==> src/rtl/hdng_pkg.sv <==
// Shared types, widths and saturation helper for the heading-error generator.
package hdng_pkg;

    localparam int HDNG_W = 12;
    localparam int ERR_W  = 10;

    typedef enum logic [1:0] {
        IDLE,
        SETTLE,
        TRACK
    } state_e;

    localparam logic signed [HDNG_W-1:0] ERR_MAX = 12'sd511;
    localparam logic signed [HDNG_W-1:0] ERR_MIN = -12'sd512;

    // Clamp a signed 12-bit error into the signed 10-bit range.
    function automatic logic [ERR_W-1:0] sat12to10(input logic signed [HDNG_W-1:0] e);
        if (e > ERR_MAX) begin
            return 10'h1FF;
        end else if (e < ERR_MIN) begin
            return 10'h200;
        end else begin
            return e[ERR_W-1:0];
        end
    endfunction

endpackage

==> src/rtl/hdng_slew.sv <==
// Next internal target: step toward the desired heading along the shortest
// path on the 4096-count circle, never more than SLEW_STEP per sample.
module hdng_slew
    import hdng_pkg::*;
#(
    parameter logic [HDNG_W-1:0] SLEW_STEP = 12'h010
) (
    input  logic [HDNG_W-1:0] tgt_hdng_i,
    input  logic [HDNG_W-1:0] dsrd_hdng_i,
    output logic [HDNG_W-1:0] tgt_nxt_o
);

    logic [HDNG_W-1:0] diff;
    logic [HDNG_W-1:0] diff_mag;

    assign diff     = dsrd_hdng_i - tgt_hdng_i;
    // Negating 0x800 yields 0x800, which reads correctly as magnitude 2048.
    assign diff_mag = diff[HDNG_W-1] ? (~diff + 12'd1) : diff;

    // NOTE: every output of a combinational block gets a value on every path,
    // otherwise synthesis infers a latch to hold the old one.
    always_comb begin
        tgt_nxt_o = dsrd_hdng_i;
        if (diff_mag > SLEW_STEP) begin
            tgt_nxt_o = diff[HDNG_W-1] ? (tgt_hdng_i - SLEW_STEP)
                                       : (tgt_hdng_i + SLEW_STEP);
        end
    end

endmodule

==> src/rtl/hdng_err_gen.sv <==
// Heading-error generator: wrap-correct, saturated error against a slew-limited
// target, with a run of zero-error samples after each motion start.
module hdng_err_gen
    import hdng_pkg::*;
#(
    parameter logic [HDNG_W-1:0] SLEW_STEP    = 12'h010,
    parameter int unsigned       SETTLE_SMPLS = 4
) (
    input  logic              clk,
    input  logic              rst_n,
    input  logic [HDNG_W-1:0] dsrd_hdng,
    input  logic [HDNG_W-1:0] heading,
    input  logic              hdng_vld,
    input  logic              moving,
    output logic [ERR_W-1:0]  err_sat,
    output logic              err_vld,
    output logic              at_tgt
);

    localparam logic [3:0] SETTLE_LAST = 4'(SETTLE_SMPLS - 1);

    state_e            state_q, state_d;
    logic [HDNG_W-1:0] tgt_hdng_q, tgt_hdng_d;
    logic [3:0]        settle_cnt_q, settle_cnt_d;
    logic [ERR_W-1:0]  err_sat_q, err_sat_d;
    logic              err_vld_q, err_vld_d;

    logic [HDNG_W-1:0] err_raw;
    logic [HDNG_W-1:0] tgt_slew;

    // Modulo-4096 subtraction gives the shortest-path error directly.
    assign err_raw = heading - tgt_hdng_q;

    hdng_slew #(
        .SLEW_STEP (SLEW_STEP)
    ) u_slew (
        .tgt_hdng_i  (tgt_hdng_q),
        .dsrd_hdng_i (dsrd_hdng),
        .tgt_nxt_o   (tgt_slew)
    );

    always_comb begin
        state_d      = state_q;
        tgt_hdng_d   = tgt_hdng_q;
        settle_cnt_d = settle_cnt_q;
        err_sat_d    = err_sat_q;
        err_vld_d    = 1'b0;
        unique case (state_q)
            IDLE: begin
                if (moving) begin
                    tgt_hdng_d   = heading;
                    settle_cnt_d = '0;
                    state_d      = SETTLE;
                end
            end
            SETTLE: begin
                if (!moving) begin
                    err_sat_d = '0;
                    state_d   = IDLE;
                end else if (hdng_vld) begin
                    err_sat_d    = '0;
                    err_vld_d    = 1'b1;
                    settle_cnt_d = settle_cnt_q + 4'd1;
                    if (settle_cnt_q == SETTLE_LAST) begin
                        state_d = TRACK;
                    end
                end
            end
            TRACK: begin
                if (!moving) begin
                    err_sat_d = '0;
                    state_d   = IDLE;
                end else if (hdng_vld) begin
                    // Error is taken against the pre-slew target.
                    err_sat_d  = sat12to10($signed(err_raw));
                    err_vld_d  = 1'b1;
                    tgt_hdng_d = tgt_slew;
                end
            end
            default: state_d = IDLE;
        endcase
    end

    // NOTE: state registers use non-blocking assignments so every flop samples
    // the pre-edge values regardless of statement order.
    always_ff @(posedge clk or negedge rst_n) begin
        if (!rst_n) begin
            state_q      <= IDLE;
            tgt_hdng_q   <= '0;
            settle_cnt_q <= '0;
            err_sat_q    <= '0;
            err_vld_q    <= 1'b0;
        end else begin
            state_q      <= state_d;
            tgt_hdng_q   <= tgt_hdng_d;
            settle_cnt_q <= settle_cnt_d;
            err_sat_q    <= err_sat_d;
            err_vld_q    <= err_vld_d;
        end
    end

    assign err_sat = err_sat_q;
    assign err_vld = err_vld_q;
    assign at_tgt  = (state_q == TRACK) && (tgt_hdng_q == dsrd_hdng);

endmodule

==> config.mk <==
export PLATFORM = sky130hd
export DESIGN_NAME = hdng_err_gen
export DESIGN_NICKNAME = d
export VERILOG_FILES = /design/src/rtl/hdng_pkg.sv /design/src/rtl/hdng_slew.sv /design/src/rtl/hdng_err_gen.sv
export SDC_FILE = /design/constraint.sdc
export NUM_CORES = 1
export LEC_CHECK = 0
export ABC_AREA = 1
export CAP_MARGIN = 5
export CORE_MARGIN = 2
export CORE_UTILIZATION = 30
export CTS_BUF_LIST = sky130_fd_sc_hd__clkbuf_16
export CTS_CLUSTER_DIAMETER = 30
export CTS_CLUSTER_SIZE = 20
export DETAILED_ROUTE_END_ITERATION = 8
export PLACE_DENSITY = 0.51
export SLEW_MARGIN = 5
export SYNTH_ARGS = -nofsm -noshare
export SYNTH_HDL_FRONTEND = slang
export SYNTH_SLANG_ARGS = --single-unit
export TNS_END_PERCENT = 30
==> constraint.sdc <==
create_clock -name clk -period 3.08 [get_ports clk]
set_input_delay 0.616 -clock clk [delete_from_list [all_inputs] [get_ports clk]]
set_output_delay 0.616 -clock clk [all_outputs]
set_load 0.1 [all_outputs]
==> impl_results.html <==
<table>
<tr><th>Metric</th><th>Value</th></tr>
<tr><th colspan="2">Timing</th></tr>
<tr><td>Final hold violation count</td><td>0</td></tr>
<tr><td>Worst Tran Pin Value</td><td>0.745 ns</td></tr>
<tr><td>Max Freq</td><td>around 340 MHz</td></tr>
<tr><td>Final Skew</td><td>0.00385 ns</td></tr>
<tr><td>Accumulated negative setup slack</td><td>0 ns</td></tr>
<tr><td>Period utilization</td><td>between 90% and 100%</td></tr>
<tr><td>Final setup slack of the worst path</td><td>0.175 ns</td></tr>
<tr><td>Post-layout minimum cycle time</td><td>around 2.9 ns</td></tr>
<tr><td>RSZ-0062 raised after global routing</td><td>false</td></tr>
<tr><td>Total of endpoints with negative setup slack in the final report</td><td>0</td></tr>
<tr><td>Worst-case headroom to the max-slew limit</td><td>50.3%</td></tr>
<tr><td>Slew Viols, Final</td><td>0</td></tr>
<tr><th colspan="2">CTS</th></tr>
<tr><td>Clock tree from TritonCTS</td><td>built</td></tr>
<tr><td>Root Buffer</td><td>clkbuf_16</td></tr>
<tr><td>Sinks on the clock net</td><td>29</td></tr>
<tr><td>Htree depth</td><td>2</td></tr>
<tr><td>Clock network latency to the later pin of the worst-skew pair</td><td>between 0.2 and 0.3 ns</td></tr>
<tr><td>Clock transition at the registers of the reported paths</td><td>~0.05 ns</td></tr>
<tr><td>Longest Clk Path Bufs</td><td>2</td></tr>
<tr><td>Number of hold-repair buffers added at the cts stage</td><td>0</td></tr>
<tr><td>Number of buffers created by CTS</td><td>5</td></tr>
<tr><th colspan="2">Setup path</th></tr>
<tr><td>Type of origin of the critical path</td><td>primary input</td></tr>
<tr><td>Critical path endpoint category</td><td>flip-flop</td></tr>
<tr><td>Worst r2r path cells</td><td>19</td></tr>
<tr><td>Largest stage delay on the critical path</td><td>~0.36 ns</td></tr>
<tr><td>Cells along the critical path</td><td>dlygate4sd2_1 -&gt; ha_4 -&gt; a21oi_4 -&gt; nand2_2 -&gt; nand3_2 -&gt; nand3_2 -&gt; nand2_2 -&gt; nand2_4 -&gt; buf_4 -&gt; fa_2 -&gt; nand3_2 -&gt; and2_1 -&gt; inv_1 -&gt; a21oi_2 -&gt; o21ai_1 -&gt; xnor2_1 -&gt; nand2_2 -&gt; nand3_2 -&gt; a21oi_2</td></tr>
<tr><td>Library cell appearing most often on the critical path</td><td>nand3_2</td></tr>
<tr><td>Type of the worst setup path</td><td>primary input to flip-flop</td></tr>
<tr><td>Required time at the worst-slack endpoint</td><td>between 3 and 4 ns</td></tr>
<tr><td>Largest driver fanout on the critical path</td><td>4</td></tr>
<tr><td>Slowest library cell on the worst path</td><td>fa_2</td></tr>
<tr><td>Signal arrival time at the worst endpoint</td><td>slightly above 3 ns</td></tr>
<tr><td>Register-to-register path setup slack</td><td>~0.21 ns</td></tr>
<tr><td>Critical R2R Capture</td><td>tgt_hdng_q[10]</td></tr>
<tr><td>Launch point of the worst reg-to-reg path</td><td>tgt_hdng_q[10]</td></tr>
<tr><th colspan="2">Synth</th></tr>
<tr><td>Cell count after synthesis</td><td>502</td></tr>
<tr><td>Area fraction in and, or, nand and nor cells after synthesis</td><td>36.4%</td></tr>
<tr><td>Flops &amp; latches, synth</td><td>29</td></tr>
<tr><td>Leading post-synthesis cells by cell area</td><td>dfrtp_1 (21%), nand2_1 (15%), ha_1 (12%)</td></tr>
<tr><td>Syn nets</td><td>566</td></tr>
<tr><td>Mux contribution to synthesized area</td><td>0%</td></tr>
<tr><td>Netlist area before placement</td><td>approximately 3400 µm²</td></tr>
<tr><td>Library cell with the highest instance count after synthesis</td><td>nand2_1</td></tr>
<tr><td>Post-synthesis cell type with the largest combined area</td><td>dfrtp_1</td></tr>
<tr><td>Largest family of logic cells by synthesized area</td><td>simple AND/OR/NAND/NOR gates</td></tr>
<tr><td>Adder and majority gate portion of the synthesized area</td><td>14.0%</td></tr>
<tr><td>Commonest cells post-synth</td><td>nand2_1 (131), inv_1 (71), nand3_1 (43)</td></tr>
<tr><td>Top flip-flop cell by instance count after synthesis</td><td>dfrtp_1</td></tr>
<tr><td>Compound-Gate Fraction of Synth Area</td><td>a little over an eighth</td></tr>
<tr><td>Fraction of synthesized cell area taken by the top area cell type</td><td>around 21%</td></tr>
<tr><td>EDFF count, synth</td><td>0</td></tr>
<tr><td>Async set or reset register ratio after synthesis</td><td>100%</td></tr>
<tr><td>XOR/XNOR Fraction of Synth Area</td><td>under 10%</td></tr>
<tr><td>Fraction of the yosys area taken by sequential cells</td><td>a little over a fifth</td></tr>
<tr><td>Warning count from the yosys run</td><td>0</td></tr>
<tr><td>Number of unique standard cell types used by synthesis</td><td>43</td></tr>
<tr><td>Post-synthesis area per instance</td><td>6.72 µm²</td></tr>
<tr><th colspan="2">Placed design</th></tr>
<tr><td>DP HPWL</td><td>7940 µm</td></tr>
<tr><td>Worst setup slack after placement</td><td>-0.547 ns</td></tr>
<tr><td>Post-place instance area</td><td>4450 µm²</td></tr>
<tr><td>Final weighted congestion in routability-driven placement</td><td>around 0.80</td></tr>
<tr><td>I/O Buffers</td><td>39</td></tr>
<tr><th colspan="2">Layout</th></tr>
<tr><td>Final Net Count</td><td>roughly 700</td></tr>
<tr><td>Util after Layout</td><td>44.9%</td></tr>
<tr><td>Footprint of the multi-input gates</td><td>2590 µm²</td></tr>
<tr><td>Storage cell area</td><td>slightly above 700 µm²</td></tr>
<tr><td>Number of fill cells</td><td>roughly 1.1k</td></tr>
<tr><td>Finished layout cell area</td><td>4890 µm²</td></tr>
<tr><td>Count of inserted antenna diode cells</td><td>0</td></tr>
<tr><td>Post-synthesis to final-layout area growth</td><td>44.9%</td></tr>
<tr><td>Layout cell share with drive strength beyond 1</td><td>29.4%</td></tr>
<tr><th colspan="2">Drt</th></tr>
<tr><td>Vias after detailed routing</td><td>between 3k and 4k</td></tr>
<tr><td>Routed wire length per instance</td><td>12.4 µm</td></tr>
<tr><td>Routed vias/inst</td><td>4.61</td></tr>
<tr><td>DRC violations left</td><td>0</td></tr>
<tr><td>Routed wire length</td><td>approximately 9500 µm</td></tr>
<tr><td>Iteration-0 DRC Markers</td><td>about 100</td></tr>
<tr><td>Antenna-violating nets left</td><td>0</td></tr>
<tr><td>Pre-Repair DR Iteration Count</td><td>4</td></tr>
<tr><th colspan="2">Global route</th></tr>
<tr><td>Overall Global Routing Usage</td><td>between 15 and 20%</td></tr>
<tr><td>Initial antenna violation count</td><td>0</td></tr>
<tr><td>Aggregate global routing overflow</td><td>0</td></tr>
<tr><td>First-pass GRT wire length</td><td>between 15000 and 20000 µm</td></tr>
<tr><td>Pin count of the biggest net entering global routing</td><td>30</td></tr>
<tr><td>Via count of the first global-routing pass</td><td>between 3k and 4k</td></tr>
<tr><th colspan="2">Floorplanning</th></tr>
<tr><td>Initial standard-cell utilization of the core</td><td>a little under a third</td></tr>
<tr><td>Die boundary width</td><td>110 µm</td></tr>
<tr><td>Total number of placement rows</td><td>38</td></tr>
<tr><td>Num ports</td><td>40</td></tr>
<tr><td>Std-Cell Core Area</td><td>around 11000 µm²</td></tr>
<tr><td>Die H</td><td>~110 µm</td></tr>
<tr><td>Area enclosed by the die boundary</td><td>about 12000 µm²</td></tr>
<tr><th colspan="2">Min path</th></tr>
<tr><td>Number of cells on the worst hold path</td><td>2</td></tr>
<tr><td>Hold_sp</td><td>tgt_hdng_q[3]</td></tr>
<tr><td>Class of the most critical hold timing path</td><td>flip-flop to flip-flop</td></tr>
<tr><td>End point of the most critical hold path</td><td>tgt_hdng_q[3]</td></tr>
<tr><th colspan="2">Job</th></tr>
<tr><td>Count of max-cap constraint violations</td><td>0</td></tr>
<tr><th colspan="2">Run status</th></tr>
<tr><td>Status</td><td>finished clean</td></tr>
</table>
[layer usage]
layer,GRT usage (%),vias up,share of wire (%)
met3,1.65,7,2.0
met4,5.15,0,1.3
li1,-,1873,-
met5,0,-,0
met2,30.8,35,50
met1,20.5,1598,47
[state kept, by name, summed over array words and instances, names as in the netlist]
| signal | flops |
|---|---|
| settle_cnt_q | 4 |
| err_vld | 1 |
| state_q | 2 |
| err_sat | 10 |
| tgt_hdng_q | 12 |
[final cells by class]
type	instances	area share [%]
timing repair buffer	117	19.8
clock buffer	5	2.56
sequential	29	14.8
multi-input combinational	390	53.0
tap	140	3.58
clock inverter	3	0.256
inverter	78	5.99
[kinds of logic (layout without fill, tap and decap cells)]
logic type,count (synthesis),in the layout
buffers and inverters,83,203
flip-flops,29,29
adder cells (fa/ha/maj),36,36
XOR/XNOR,19,19
AO/OA/AOI/OAI,73,73
AND/OR/NAND/NOR,262,262
[repair_timing]
item,in CTS,in global routing
resized for setup,34,30
cloned,0,0
pin swaps,18,20
setup buffers,2,4
endpoints found under the setup margin,12,12
hold endpoints to repair,0,0
[worst max-delay path by stage]
| stage | startpoint | end | slack (ns) |
|---|---|---|---|
| final | dsrd_hdng[2] | tgt_hdng_q[10] | 0.18 |
| after global routing | dsrd_hdng[2] | tgt_hdng_q[11] | 0.009 |
| after CTS | dsrd_hdng[1] | tgt_hdng_q[10] | 0.0006 |
| after detailed placement | dsrd_hdng[0] | tgt_hdng_q[9] | -0.55 |
| after global placement | dsrd_hdng[0] | tgt_hdng_q[9] | -0.52 |
| after floorplan | dsrd_hdng[2] | tgt_hdng_q[11] | -0.08 |
[stage by stage]
| stage | instances | hold slack [ns] |
|---|---|---|
| 2_1_floorplan | 502 | 0.320 |
| 3_3_place_gp | 748 | 0.463 |
| 3_5_place_dp | 748 | 0.469 |
| 4_1_cts | 758 | 0.484 |
| 5_1_grt | 762 | 0.509 |
| 6_report | 762 | 0.476 |
[worst max-delay path: cells and delay by family]
family                   cells  cell delay [ns]
AO/OA/AOI/OAI                4             0.39
adder cells (fa/ha/maj)      2             0.63
XOR/XNOR                     1             0.18
AND/OR/NAND/NOR              9             0.77
buffers and inverters        3             0.46
[layout by cell type (no fill, tap or decap), types with 5 or more instances in the layout]
master	netlist	final
nor2_2	3	7
xor2_1	9	9
nand2_1	131	128
dlygate4sd2_1	0	6
a21oi_2	8	11
o21ai_1	4	6
nor2_1	39	31
inv_1	71	66
inv_2	6	11
dfrtp_1	29	29
a21oi_1	29	25
buf_4	0	87
nand3_1	43	40
ha_1	33	20
clkbuf_16	0	5
clkdlybuf4s50_1	0	16
nand4_1	9	9
nand2_2	12	14
xnor2_1	9	8
o211ai_1	7	7
nand3_2	9	12
o21ai_0	13	11
ha_4	0	13
Power is left out: the tool's default activity adds up to more than one toggle a clock period on the data nets, which glitch-free logic cannot reach.
